$ cat src/rtl/vend_ctrl_if.sv
// Operator-input / actuator-output bundle of the vending-machine controller.
// Carries the synchronized inputs (coin, ab, press, cancel) and the credit / vend / change outputs.
// master drives the operator inputs (synchronizer or bench); slave is the controller itself.
interface vend_ctrl_if #(
    parameter int BAL_W = 6
) ();
    logic [2:0]       coin;
    logic [1:0]       ab;
    logic             press;
    logic             cancel;
    logic [BAL_W-1:0] balance;
    logic             dispense;
    logic [1:0]       item;
    logic             change_pulse;
    logic             coin_rej;
    logic             err_low;
    logic             busy;

    modport master (
        output coin, ab, press, cancel,
        input  balance, dispense, item, change_pulse, coin_rej, err_low, busy
    );

    modport slave (
        input  coin, ab, press, cancel,
        output balance, dispense, item, change_pulse, coin_rej, err_low, busy
    );
endinterface

$ cat src/rtl/vend_ctrl.sv
// Vending-machine credit / vend / change sequencer with a fixed price table.
// Latency: input captured at edge t, effect on the registered outputs after edge t+1.
// No backpressure: events arriving while busy are rejected (coins) or ignored (press/cancel).
//
// Ports: clk, reset (sync, active-high), bus (vend_ctrl_if.slave):
//   in  coin[2:0], ab[1:0], press, cancel
//   out balance[BAL_W-1:0], dispense, item[1:0], change_pulse, coin_rej, err_low, busy
// Optional build macro VEND_TIMEOUT_EN: refund the credit after TIMEOUT_CYC idle cycles in CREDIT.
module vend_ctrl #(
    parameter int BAL_W       = 6,
    parameter int MAX_BAL     = 40,
    parameter int DISP_CYC    = 4,
    parameter int TIMEOUT_CYC = 1000
) (
    input  logic         clk,
    input  logic         reset,
    vend_ctrl_if.slave   bus
);

    typedef enum logic [1:0] {IDLE, CREDIT, DISPENSE, CHANGE} state_t;

    localparam int               DCW   = (DISP_CYC > 1) ? $clog2(DISP_CYC) : 1;
    localparam logic [BAL_W-1:0] MAX_B = BAL_W'(MAX_BAL);

    // Two register stages: *_q is the captured input, *_qq its previous value.
    // Events are decoded from the pair so a held input yields exactly one event.
    logic [2:0]       coin_q, coin_qq;
    logic             press_q, press_qq;
    logic             cancel_q, cancel_qq;
    logic [1:0]       ab_q;

    state_t           state, state_nxt;
    logic [BAL_W-1:0] bal, bal_nxt;
    logic [DCW-1:0]   disp_cnt, disp_cnt_nxt;
    logic [1:0]       item_r, item_nxt;
    logic             dispense_r, dispense_nxt;
    logic             chg_r, chg_nxt;
    logic             rej_r, rej_nxt;
    logic             err_r, err_nxt;
    logic             busy_r;

    logic             coin_ev, press_ev, cancel_ev;
    logic             coin_ok;
    logic [BAL_W-1:0] coin_val, price, bal_sum;

`ifdef VEND_TIMEOUT_EN
    localparam int    TOW = $clog2(TIMEOUT_CYC + 1);
    logic [TOW-1:0]   to_cnt, to_cnt_nxt;
`endif

    assign coin_ev   = (coin_q != 3'b000) && (coin_qq == 3'b000);
    assign press_ev  = press_q && !press_qq;
    assign cancel_ev = cancel_q && !cancel_qq;

    // Unknown coin codes still form an edge but carry no value and are dropped.
    always_comb begin
        coin_ok  = 1'b1;
        coin_val = '0;
        case (coin_q)
            3'b001:  coin_val = BAL_W'(1);
            3'b010:  coin_val = BAL_W'(2);
            3'b100:  coin_val = BAL_W'(10);
            default: coin_ok  = 1'b0;
        endcase
    end

    always_comb begin
        price = BAL_W'(3);
        case (ab_q)
            2'b00: price = BAL_W'(3);
            2'b01: price = BAL_W'(5);
            2'b10: price = BAL_W'(7);
            2'b11: price = BAL_W'(10);
            default: price = BAL_W'(3);
        endcase
    end

    // Width guarantees MAX_BAL + 10 fits, so this sum never wraps.
    assign bal_sum = bal + coin_val;

    always_comb begin
        state_nxt    = state;
        bal_nxt      = bal;
        item_nxt     = item_r;
        disp_cnt_nxt = disp_cnt;
        dispense_nxt = 1'b0;
        chg_nxt      = 1'b0;
        rej_nxt      = 1'b0;
        err_nxt      = 1'b0;
`ifdef VEND_TIMEOUT_EN
        to_cnt_nxt   = '0;
`endif
        case (state)
            IDLE: begin
                if (coin_ev && coin_ok) begin
                    bal_nxt   = coin_val;
                    state_nxt = CREDIT;
                end
                if (press_ev) begin
                    err_nxt = 1'b1;
                end
            end
            CREDIT: begin
                if (cancel_ev) begin
                    state_nxt = CHANGE;
                end else if (press_ev) begin
                    if (bal >= price) begin
                        bal_nxt      = bal - price;
                        item_nxt     = ab_q;
                        state_nxt    = DISPENSE;
                        dispense_nxt = 1'b1;
                        disp_cnt_nxt = DCW'(DISP_CYC - 1);
                    end else begin
                        err_nxt = 1'b1;
                    end
                end else if (coin_ev && coin_ok) begin
                    if (bal_sum > MAX_B) begin
                        rej_nxt = 1'b1;
                    end else begin
                        bal_nxt = bal_sum;
                    end
                end
`ifdef VEND_TIMEOUT_EN
                else if (!coin_ev) begin
                    if (to_cnt == TOW'(TIMEOUT_CYC - 1)) begin
                        state_nxt = CHANGE;
                    end else begin
                        to_cnt_nxt = to_cnt + TOW'(1);
                    end
                end
`endif
                // A coin landing together with press/cancel loses to them and goes back out.
                if ((cancel_ev || press_ev) && coin_ev && coin_ok) begin
                    rej_nxt = 1'b1;
                end
            end
            DISPENSE: begin
                if (coin_ev && coin_ok) begin
                    rej_nxt = 1'b1;
                end
                if (disp_cnt == '0) begin
                    state_nxt = (bal != '0) ? CHANGE : IDLE;
                end else begin
                    dispense_nxt = 1'b1;
                    disp_cnt_nxt = disp_cnt - DCW'(1);
                end
            end
            CHANGE: begin
                if (coin_ev && coin_ok) begin
                    rej_nxt = 1'b1;
                end
                if (bal != '0) begin
                    chg_nxt = 1'b1;
                    bal_nxt = bal - BAL_W'(1);
                    if (bal == BAL_W'(1)) begin
                        state_nxt = IDLE;
                    end
                end else begin
                    state_nxt = IDLE;
                end
            end
            default: state_nxt = IDLE;
        endcase
    end

    always_ff @(posedge clk) begin
        if (reset) begin
            coin_q     <= '0;
            coin_qq    <= '0;
            press_q    <= 1'b0;
            press_qq   <= 1'b0;
            cancel_q   <= 1'b0;
            cancel_qq  <= 1'b0;
            ab_q       <= '0;
            state      <= IDLE;
            bal        <= '0;
            item_r     <= '0;
            disp_cnt   <= '0;
            dispense_r <= 1'b0;
            chg_r      <= 1'b0;
            rej_r      <= 1'b0;
            err_r      <= 1'b0;
            busy_r     <= 1'b0;
`ifdef VEND_TIMEOUT_EN
            to_cnt     <= '0;
`endif
        end else begin
            coin_q     <= bus.coin;
            coin_qq    <= coin_q;
            press_q    <= bus.press;
            press_qq   <= press_q;
            cancel_q   <= bus.cancel;
            cancel_qq  <= cancel_q;
            ab_q       <= bus.ab;
            state      <= state_nxt;
            bal        <= bal_nxt;
            item_r     <= item_nxt;
            disp_cnt   <= disp_cnt_nxt;
            dispense_r <= dispense_nxt;
            chg_r      <= chg_nxt;
            rej_r      <= rej_nxt;
            err_r      <= err_nxt;
            // Registered from the next state so busy tracks the state register exactly.
            busy_r     <= (state_nxt == DISPENSE) || (state_nxt == CHANGE);
`ifdef VEND_TIMEOUT_EN
            to_cnt     <= to_cnt_nxt;
`endif
        end
    end

    assign bus.balance      = bal;
    assign bus.dispense     = dispense_r;
    assign bus.item         = item_r;
    assign bus.change_pulse = chg_r;
    assign bus.coin_rej     = rej_r;
    assign bus.err_low      = err_r;
    assign bus.busy         = busy_r;

endmodule

$ cat src/flat_wrapper.sv
// flat-port wrapper written by rule: the top's interface ports become plain ports
module vend_ctrl_flat 
#(
    parameter int BAL_W       = 6,
    parameter int MAX_BAL     = 40,
    parameter int DISP_CYC    = 4,
    parameter int TIMEOUT_CYC = 1000
)
  (clk, reset, bus_coin, bus_ab, bus_press, bus_cancel, bus_balance, bus_dispense, bus_item, bus_change_pulse, bus_coin_rej, bus_err_low, bus_busy);
  vend_ctrl_if #(.BAL_W(BAL_W)) bus_i ();
  input  logic clk;
  input  logic reset;
  input wire logic [$bits(bus_i.coin)-1:0] bus_coin;
  input wire logic [$bits(bus_i.ab)-1:0] bus_ab;
  input wire logic [$bits(bus_i.press)-1:0] bus_press;
  input wire logic [$bits(bus_i.cancel)-1:0] bus_cancel;
  output wire logic [$bits(bus_i.balance)-1:0] bus_balance;
  output wire logic [$bits(bus_i.dispense)-1:0] bus_dispense;
  output wire logic [$bits(bus_i.item)-1:0] bus_item;
  output wire logic [$bits(bus_i.change_pulse)-1:0] bus_change_pulse;
  output wire logic [$bits(bus_i.coin_rej)-1:0] bus_coin_rej;
  output wire logic [$bits(bus_i.err_low)-1:0] bus_err_low;
  output wire logic [$bits(bus_i.busy)-1:0] bus_busy;
  assign bus_i.coin = bus_coin;
  assign bus_i.ab = bus_ab;
  assign bus_i.press = bus_press;
  assign bus_i.cancel = bus_cancel;
  assign bus_balance = bus_i.balance;
  assign bus_dispense = bus_i.dispense;
  assign bus_item = bus_i.item;
  assign bus_change_pulse = bus_i.change_pulse;
  assign bus_coin_rej = bus_i.coin_rej;
  assign bus_err_low = bus_i.err_low;
  assign bus_busy = bus_i.busy;
  vend_ctrl #(.BAL_W(BAL_W), .MAX_BAL(MAX_BAL), .DISP_CYC(DISP_CYC), .TIMEOUT_CYC(TIMEOUT_CYC)) u_core (.clk(clk), .reset(reset), .bus(bus_i));
endmodule
$ cat config.mk
export PLATFORM = sky130hd
export DESIGN_NAME = vend_ctrl_flat
export DESIGN_NICKNAME = d
export VERILOG_FILES = /design/src/rtl/vend_ctrl_if.sv /design/src/rtl/vend_ctrl.sv /design/src/flat_wrapper.sv
export SDC_FILE = /design/constraint.sdc
export NUM_CORES = 1
export LEC_CHECK = 0
export ABC_AREA = 0
export BUFFER_PORTS_ARGS = -buffer_cell sky130_fd_sc_hd__buf_2
export CORE_MARGIN = 2
export CORE_UTILIZATION = 53
export CTS_CLUSTER_SIZE = 14
export DETAILED_ROUTE_END_ITERATION = 12
export PLACE_DENSITY = 0.76
export SYNTH_ARGS = -nofsm -noshare
export SYNTH_HDL_FRONTEND = slang
export SYNTH_SLANG_ARGS = --single-unit
$ cat constraint.sdc
create_clock -name clk -period 2.5 [get_ports clk]
set_clock_uncertainty 0.05 [all_clocks]
set_input_delay 0.375 -clock clk [delete_from_list [all_inputs] [get_ports clk]]
set_output_delay 0.375 -clock clk [all_outputs]
set_load 0.02 [all_outputs]
# Word-level counts from Yosys, hierarchy flattened
# Cells that the tools add are included.
# totals
reg_bits	29
input_bits	9
output_inout_bits	13
elab_cells	112
# classes
add_sub_neg	4
order_cmp	2
eq_ne	21
n_mux	43
bitwise_logic	2
n_reduce_logical	24
# op_table
operator	count
6-bit two-way mux	7
2-bit two-way mux	12
6-bit one-hot mux with 4 select lines	1
6-bit one-hot mux with 3 select lines	1
1-bit two-way mux	16
2-bit equality test (second input constant)	6
4-bit one-hot mux with 3 select lines	1
2-bit by 1-bit inequality test with 1-bit output (second input constant)	4
2-bit one-hot mux with 4 select lines	1
7-bit AND reduction	1
6-bit by 4-bit adder with 6-bit output	1
6-bit by 1-bit equality test with 1-bit output (second input constant)	1
6-bit greater-or-equal comparator	1
6-bit greater-than comparator (second input constant)	1
1-bit logical AND	6
2-bit zero test	3
1-bit one-hot mux with 2 select lines	3
3-bit nonzero test	2
6-bit nonzero test	1
6-bit by 1-bit subtractor with 6-bit output (second input constant)	1
6-bit subtractor	1
5-bit AND reduction	1
2-bit by 1-bit equality test with 1-bit output (second input constant)	2
2-bit inequality test (second input constant)	2
other kinds (16)	20

# Depth between registers and ports, before layout
# logic_depth
ltp_word	10
depth_mapped	12
mapped_depth_nobuf	12

# Worst setup path after synthesis
# No wires, ideal clock.
# synth_path
path_kind	register to register
startpoint	register u_core.coin_q[0]
endpoint	register u_core.bal[5], in the netlist u_core.bus.balance[5]
setup_time_ps	122
arrival_time_ps	2354
t_required_ps	2328
slack_ps	-25
stages_incl_launch_ff	12
path_buffers	0
period_less_slack_ps	2525
path_cell_list	dfxtp_1 > nor3b_1 > ha_1 > inv_1 > fa_1 > nand3b_1 > a211oi_2 > a21oi_1 > nand2b_4 > o21a_4 > a21o_1 > o311a_1
# synth_via
elab_chain_len	8
word_cells_on_any_way	20
classes_between	add/sub: 1; order compare: 1; eq/ne: 6; mux: 7; reduce/logical: 5
# synth_lines
element	line_no	text
start, declared	vend_ctrl.sv:27	logic [2:0] coin_q, coin_qq;
start signal, assigned	vend_ctrl.sv:188	coin_q <= bus.coin;
parallel branches: the longest is 8 deep, another holds 6-bit by 4-bit adder with 6-bit output	--	
end signal, assigned	vend_ctrl.sv:196	bal <= bal_nxt;
end, declared	vend_ctrl.sv:33	logic [BAL_W-1:0] bal, bal_nxt;
# Several ways; the timed one is not identified. The select of a mux whose other input is x is not followed.
# A chain may end at the register's enable or synchronous reset.

# Worst setup path after layout
# layout_path
startpoint	register u_core.coin_q[2]
endpoint	register u_core.bal[5], in the netlist u_core.bus.balance[5]
# The elaborated chain is that of the path after synthesis.

==> summary.txt <==
status - finished, violations left
violated checks - negative setup slack
# setup viols final - 7
CTS Buf Count - 5
Die H - 65.02 um
Mapped Cells - 225
area leader, netlist - dfxtp_1
number of flops mapped to enable cells by yosys - 0
Syn Nets - 252
Tot GR Track Use - 26.63%
gr busiest metal - met2
f_max - 395.3 MHz
power share of the combinational group - 63.5%
final hold vios - 0
Finished Core Util - 71.89%
die footprint - 4227 sq um
Psw - 0.001298 W
Synth top area share - 29.42%
drt pass-1 iters - 6
CP Max Fanout - 8
CTS Buffer Depth - 2
Mapped Area - 1973 sq um
DRC - 0
initial antenna violation count - 0
met2 GRT Util - 43.04%
WP buf/inv - 1
#FFs+latches synth - 29
clk_lat worst skew - 0.29 ns
final RePlAce weighted congestion - 0.9686
worst setup margin - -0.02956 ns
Sequential Area - 590.6 sq um
mean post-synth cell area - 8.770 sq um
# port buffers - 21
Fin Setup TNS - -0.1093 ns
first-pass GRT wire length - 8424 um
Worst EP arrival - 2.66 ns
ys async rst share - 0%
total number of vias - 1880
sequential power share - 21.7%
total length of routed wires - 5295 um
I/O Pins - 22
CTS tree - yes
Clk pwr share - 14.8%
Worst Tran Pin Value - 0.6530 ns
H-tree depth - 2
number of diodes - 0
highest cell delay on the worst timing path - 0.37 ns
met1 Track Usage GR - 32.47%
period utilisation layout - 101.2%
Cells after DPL - 309
total internal power - 0.001638 W
CP Launch Point - u_core.coin_q[2]
CP top delay family - compound AO/OA/AOI/OAI gates
final total power - 0.002936 W
R2R Path Start - u_core.coin_q[2]
clk root buf - clkbuf_8
Starting Density - 54.72%
DP HPWL - 3585 um
layout cell share with drive strength beyond 1 - 38.35%
ANT nets after route - 0
# clock sinks - 29
Placement Rows - 22
CP required - 2.63 ns
Area contributors post-synth - dfxtp_1, ha_1, a21oi_1, nor2b_1, nor2_1
Critical Path Source Type - flip-flop
Netlist cell types - 54
most common cell in the netlist - dfxtp_1
grt met3 use - 5.903%
vias in the first global route - 1799
Finished Layout Cells - 327
unrepaired setup endpoints after global routing - yes
crit end category - flip-flop
synth warn - 0
drt via density - 5.749
Seq/Total Area, Yosys - 29.42%
# fillers - 275
largest net degree at the start of global routing - 26
Final Slew Violations - 0
hold_sp - bus_coin[1]
Switching Fraction - 44.20%
area delta synth->final - 31.39%
WL per Instance - 16.19 um
Leak - 1.141 nW
cell breakdown of the critical path - nor3b_4, ha_2, inv_2, fa_2, nand3b_1, a211oi_2, a21oi_1, nand2b_4, o21a_4, a21o_1, o311a_1
Max Cap Viol - 0
DR iter-0 viols - 169
Tmin final - 2.530 ns
Hold Crit Class - in2reg
DIE WIDTH - 65.02 um
area occupied by multi-input gates - 1410 sq um
synth cell count leaders - dfxtp_1, nor2_1, a21oi_1
nets - 305
Congestion Overflow GR - 0
PwrDens - 1133 nW/um^2
Top FF cell, synth - dfxtp_1
core box area - 3606 sq um
Critical-path top delay cell - dfxtp_4
Worst VDD drop - 0.6664 mV
WS Path Type - reg2reg
clk slew on worst S/H paths - 0.07 ns
Slew HR - 56.38%
==> worst reg2reg max path, delay by kind of cell (launching register included) <==
family	cells	cell delay [ns]
AOI/OAI and AO/OA	5	0.81
adders and majority gates	2	0.58
and+or+nand+nor	3	0.57
DFF	1	0.37
buffers and inverters	1	0.04
==> cells by family (layout without fill, tap and decap cells) <==
logic type | Yosys count | after routing | share of synthesized area [%]
compound gates | 65 | 65 | 26.06
xor+xnor | 7 | 7 | 3.107
mux | 2 | 2 | 1.015
fa+ha+maj | 18 | 18 | 12.17
flops | 29 | 29 | 29.42
buf+inv | 26 | 80 | 5.389
simple gates | 78 | 78 | 22.83
==> per-layer routing <==
layer,wire length (um),vias to the layer above
li1,-,909
met1,2246,856
met2,2481,96
met3,417,19
met4,148,0
met5,0,-
==> state kept, by name, summed over array words and instances (netlist names), 2 cells and up <==
| register | cells |
|---|---|
| u_core.coin_q | 3 |
| u_core.state | 2 |
| u_core.coin_qq | 3 |
| u_core.bus.item | 2 |
| u_core.bus.balance | 6 |
| u_core.disp_cnt | 2 |
| u_core.ab_q | 2 |
==> final cells by class <==
type,count,share of cell area [%]
Clock buffer,7,3.716
Clock inverter,1,0.1930
Inverter,18,2.703
Multi-Input combinational cell,170,54.39
Sequential cell,29,22.78
Tap cell,48,2.317
Timing Repair Buffer,54,13.90
==> final timing paths <==
check	end	slack, ns	cells past startpoint
worst max-delay path	u_core.bus.balance[5]	-0.03	11
worst min-delay path	u_core.coin_q[1]	0.24	2
worst max register to register	u_core.bus.balance[5]	-0.03	11
worst min register to register	u_core.cancel_qq	0.42	1
==> power by group through the flow <==
stage / sequential (W) / clock (W) / combinational [W]
after floorplan: 0.000681 / 0 / 0.00110
after global placement: 0.000636 / 0 / 0.00156
after detailed placement: 0.000638 / 0 / 0.00158
after CTS: 0.000631 / 0.000442 / 0.00167
after global routing: 0.000650 / 0.000461 / 0.00201
final: 0.000638 / 0.000435 / 0.00186
==> metrics by stage <==
stage	instance area [sq um]	hold WS, ns	worst slack (ns)
floorplan	1978	0.3811	0.04617
global placement	2277	0.4015	-0.1021
detailed placement	2277	0.4089	-0.1599
CTS	2452	0.2375	-0.02851
global route	2592	0.2400	-0.1448
finish	2592	0.2415	-0.02956
==> timing repair <==
action                                  4_1_cts  5_1_grt
hold buffers                                  0        0
pin swaps                                     8       12
gates resized for setup                      14       22
buffers inserted                              5        5
endpoints found under the setup margin       15       15
cloned                                        0        0
==> cells in the final DEF (no fill, tap or decap), types with 11 or more instances in the layout <==
cell type,n
nand2_1,13
nor2b_1,13
inv_1,14
nor2_1,19
buf_2,21
ha_1,11
dfxtp_1,25
buf_4,31
a21oi_1,17
Power figures use the tool's default switching activity.
